===== src/rtl/width_downsizer.sv =====
// ---------------------------------------------------------------------------
// width_downsizer
//
// Takes one IN_W-bit word on a valid/ready input stream and replays it as
// IN_W/OUT_W narrow slices on a valid/ready output stream. In truncate mode
// only the most-significant slice is emitted, which matches the older fixed
// "keep the upper half" behaviour.
//
// Parameters
//   IN_W      input word width, exact multiple of OUT_W
//   OUT_W     output slice width (>= 1)
//   MSB_FIRST 1: most-significant slice first, 0: least-significant first
//
// Ports
//   CLK        system clock, rising edge
//   RST        synchronous active-high reset
//   MODE       0 = serialize all slices, 1 = truncate; sampled on accept
//   IN_VALID   INPT holds a valid word
//   IN_READY   block can take a word this cycle
//   INPT       wide input word
//   OUT_VALID  OTPT holds a valid slice
//   OUT_READY  consumer takes the slice this cycle
//   OTPT       current output slice
//   OUT_LAST   current slice is the final one of its word
//   BUSY       a word is held and not yet fully emitted
// ---------------------------------------------------------------------------
module width_downsizer #(
  parameter int IN_W      = 32,
  parameter int OUT_W     = 16,
  parameter bit MSB_FIRST = 1'b1
) (
  input  logic             CLK,
  input  logic             RST,
  input  logic             MODE,
  input  logic             IN_VALID,
  output logic             IN_READY,
  input  logic [IN_W-1:0]  INPT,
  output logic             OUT_VALID,
  input  logic             OUT_READY,
  output logic [OUT_W-1:0] OTPT,
  output logic             OUT_LAST,
  output logic             BUSY
);

  localparam int RATIO = IN_W / OUT_W;
  localparam int CW    = (RATIO > 1) ? $clog2(RATIO) : 1;
  // Index of the most-significant slice (slices numbered from bit 0 up).
  localparam logic [CW-1:0] K_TOP = CW'(RATIO - 1);

  typedef enum logic {
    IDLE = 1'b0,
    SEND = 1'b1
  } state_e;

  state_e          state_q;
  logic [CW-1:0]   k_q;
  logic [IN_W-1:0] hold_q;
  logic            mode_q;

  logic [OUT_W-1:0] slice_w [RATIO];
  logic [CW-1:0]    sel_idx;
  logic [CW-1:0]    last_k;
  logic             accept;
  logic             xfer;
  logic [CW-1:0]    k_d;

  // Cut the held word into its slices, numbered from the LSB upwards.
  generate
    for (genvar gi = 0; gi < RATIO; gi++) begin : g_slice
      assign slice_w[gi] = hold_q[gi*OUT_W +: OUT_W];
    end
  endgenerate

  // Truncate always shows the top slice; otherwise walk the slices in the
  // configured order. The mux only sees registered state, so OTPT never
  // depends combinationally on INPT.
  always_comb begin
    sel_idx = k_q;
    if (mode_q) begin
      sel_idx = K_TOP;
    end else if (MSB_FIRST) begin
      sel_idx = K_TOP - k_q;
    end
  end

  assign last_k    = mode_q ? '0 : K_TOP;
  assign OUT_VALID = (state_q == SEND);
  assign BUSY      = OUT_VALID;
  assign OTPT      = slice_w[sel_idx];
  assign OUT_LAST  = OUT_VALID & (k_q == last_k);

  // A new word can enter when nothing is held, or when the final slice is
  // leaving on this same edge (back-to-back without a bubble). This is a
  // combinational path from OUT_READY.
  assign IN_READY = ~RST & (~OUT_VALID | (OUT_READY & OUT_LAST));

  assign accept = IN_VALID & IN_READY;
  assign xfer   = OUT_VALID & OUT_READY;
  assign k_d    = k_q + CW'(1);

  // Accept takes priority: it can only coincide with a transfer of the
  // last slice, in which case the old word is finished anyway.
  always_ff @(posedge CLK) begin
    if (RST) begin
      state_q <= IDLE;
      k_q     <= '0;
      hold_q  <= '0;
      mode_q  <= 1'b0;
    end else if (accept) begin
      state_q <= SEND;
      k_q     <= '0;
      hold_q  <= INPT;
      mode_q  <= MODE;
    end else if (xfer) begin
      if (OUT_LAST) begin
        state_q <= IDLE;
      end else begin
        k_q <= k_d;
      end
    end
  end

endmodule


===== config.mk =====
export PLATFORM = sky130hd
export DESIGN_NAME = width_downsizer
export DESIGN_NICKNAME = d
export VERILOG_FILES = /design/src/rtl/width_downsizer.sv
export SDC_FILE = /design/constraint.sdc
export NUM_CORES = 1
export LEC_CHECK = 0
export ABC_AREA = 0
export CAP_MARGIN = 10
export CELL_PAD_IN_SITES_DETAIL_PLACEMENT = 1
export CELL_PAD_IN_SITES_GLOBAL_PLACEMENT = 1
export CORE_ASPECT_RATIO = 0.8
export CORE_MARGIN = 2
export CORE_UTILIZATION = 36
export DETAILED_ROUTE_END_ITERATION = 10
export PLACE_DENSITY = 0.77
export SYNTH_ARGS = -nofsm -noshare
export SYNTH_HDL_FRONTEND = slang
export SYNTH_SLANG_ARGS = --single-unit

===== constraint.sdc =====
create_clock -name CLK -period 2.14 [get_ports CLK]
set_input_delay 0.214 -clock CLK [delete_from_list [all_inputs] [get_ports CLK]]
set_output_delay 0.214 -clock CLK [all_outputs]
set_load 0.02 [all_outputs]

==> flow_metrics.tcl <==
set metrics [dict create \
    pre_cts_ws_ps 258.4 \
    post-route-util 0.5222 \
    post_cts_buffers 0 \
    setup_tns_ps 0 \
    clock-sinks 35 \
    syn-cell-area_um2 1792 \
    cp.required_ps 1930 \
    drt-pass1-iter-count 4 \
    dr.first_iter.drc_count 45 \
    setup_violations 0 \
    status "complete, no violations" \
    synthCells 142 \
    insertion_delay_ps 280 \
    insertedDiodeCount 0 \
    p_switching_mw 0.3794 \
    grt_usage 0.1613 \
    fill_cells 494 \
    grt_most_used_layer "met2" \
    p_seq_frac 0.479 \
    end_kind "output port" \
    clock_path_buffers 2 \
    clkPwrFrac 0.278 \
    die-area_um2 5561 \
    finalPower_mw 1.528 \
    worst-path-max-fanout 10 \
    drv_cap 0 \
    row_count 22 \
    grt_setup_unrepaired "false" \
    drc 0 \
    worstPathCellList "ha_1 > buf_4 > mux2_2 > dlygate4sd2_1" \
    p_comb_frac 0.243 \
    switching_share 0.2484 \
    syn_nets 180 \
    path_clk_slew_ps 60 \
    layoutNonFillerInstCount 259 \
    reg2reg_depth 5 \
    r2r_slack_ps 400 \
    cts_root_buf "clkbuf_8" \
    min_path_cells 2 \
    core-area_um2 4679 \
    die-height_um 67.10 \
    wl_per_cell_um 15.81 \
    hold_violations 0 \
    final_area_um2 2444 \
    ys_seq_area_frac 0.3911 \
    cts_tree "built" \
    cp.arrival_ps 1740 \
    critPathSlowestCell "dfxtp_1" \
    viasPerCell 4.649 \
    grt_pass1_wl_um 6893 \
    via_count 1204 \
    chipWidth_um 82.88 \
    drv_slew 0 \
    dpl.cell_count 253 \
    skew_ps 5.774 \
    fmax_mhz 511.9 \
    final_common_cell "clkdlybuf4s50_1" \
    ys_types 21 \
    port_buffers 56 \
    place_congestion 0.6776 \
    grtUsageMet2 0.2954 \
    grt_overflow_total 0 \
    use_met1 0.1828 \
    met3_usage 0.05452 \
    startpoint_type "flip-flop" \
    syn2layout_area_growth_pct 36.38 \
    initial_utilization 0.3829 \
    htreeDepth 2 \
    hold_class "reg2reg" \
    fin_crit_sh 0.9129 \
    syn-mean-instance-area_um2 12.62 \
    internal-power_mw 1.148 \
    io_pins 57 \
    cpPeakStageDelay_ps 380 \
    antenna_found_initial 0 \
    drt-total-wl_um 4094 \
    ys_seq_elements 35 \
    fin_hold_ws_ps 539.5 \
    final_cell_mix "clkdlybuf4s50_1, dfxtp_1, mux2_4" \
    final_nets 238 \
    grt_max_degree 28 \
    finalWorstSetupSlack_ps 186.4 \
    powerDensity_nw_per_um2 625.2 \
    final_period_minus_worst_setup_slack_ps 1954 \
    worstSetupPathType "reg2out" \
    ctsHoldBuffers 0 \
    grt_pass1_vias 1375 \
    slew_headroom 0.7812 \
    worst_slew_pin_slew_ps 327.7 \
    ant_nets 0 \
    ir_drop_mv 0.3145 \
    hpwlAfterDp_um 3004 \
    cts_buffers 5 \
    ys_warn_count 0 \
    place_area_um2 2381 \
    drive_gt1_frac 0.3166 \
    p_leak_nw 1.113 \
]
==> critical path: cells and delay by family, from the launching register on <==
| family | cells | cell delay, ps |
|---|---|---|
| adder cells (fa/ha/maj) | 1 | 190 |
| buffers and inverters | 2 | 520 |
| flip-flops | 1 | 380 |
| multiplexers | 1 | 360 |
==> timing repair <==
item,in CTS,in global routing
resized for setup,14,3
setup endpoints to repair,14,3
pin swaps,0,0
==> cell families (layout without fill, tap and decap cells) <==
family	Yosys count	in the layout	share of synthesized area
mux	49	49	0.3708
simple gates	40	40	0.1501
flops	35	35	0.3911
buf+inv	12	69	0.06005
compound gates	5	5	0.02095
fa+ha+maj	1	1	0.006982
==> Yosys cell counts <==
library cell   n  area (µm²)
a21oi_1        3       15.01
a21oi_4        1       16.27
a31oi_1        1       6.260
and2b_1        6       45.04
buf_12         3       60.06
buf_2          1       5.000
buf_4          1       7.510
buf_6          1       11.26
clkbuf_1       4       15.01
clkbuf_2       1       5.000
dfxtp_1       35       700.7
ha_1           1       12.51
inv_1          1       3.750
mux2_2        19       214.0
mux2_4        30       450.4
nand2_1        1       3.750
nand2b_4       2       27.53
nand3b_1       1       7.510
nand4b_1       1       8.760
nor2_1         2       7.510
nor2b_1       27       168.9
==> worst paths after layout <==
check / from / end
max: k_q$_SDFFE_PP0P_ / OTPT[8]
min: k_q$_SDFFE_PP0P_ / k_q$_SDFFE_PP0P_
max reg2reg: k_q$_SDFFE_PP0P_ / hold_q[28]$_SDFFE_PP0P_
min reg2reg: k_q$_SDFFE_PP0P_ / k_q$_SDFFE_PP0P_
==> area by class of cell <==
type                            instances  area (µm²)  area share
Clock buffer                            6       72.57     0.02970
Inverter                                1       3.754    0.001536
Multi-Input combinational cell         95       983.4      0.4025
Sequential cell                        35       700.7      0.2867
Tap cell                               60       75.07     0.03072
Timing Repair Buffer                   62       608.1      0.2488
==> registers in the layout (all words and copies together) (netlist names) <==
signal	cells
BUSY	1
hold_q	32
k_q	1
mode_q	1
==> metal layers <==
metal,wire length [µm],part of all wire
met1,1705,0.42
met2,2058,0.50
met3,289,0.071
met4,40,0.0098
met5,0,0
==> power by group through the flow <==
| stage | clock network [mW] | registers (mW) | logic (mW) |
|---|---|---|---|
| finish | 0.425 | 0.732 | 0.371 |
| global placement | 0 | 0.741 | 0.381 |
| detailed placement | 0 | 0.745 | 0.392 |
| CTS | 0.444 | 0.732 | 0.377 |
| global route | 0.479 | 0.738 | 0.397 |
| floorplan | 0 | 0.734 | 0.243 |
Power figures use the tool's default switching activity.
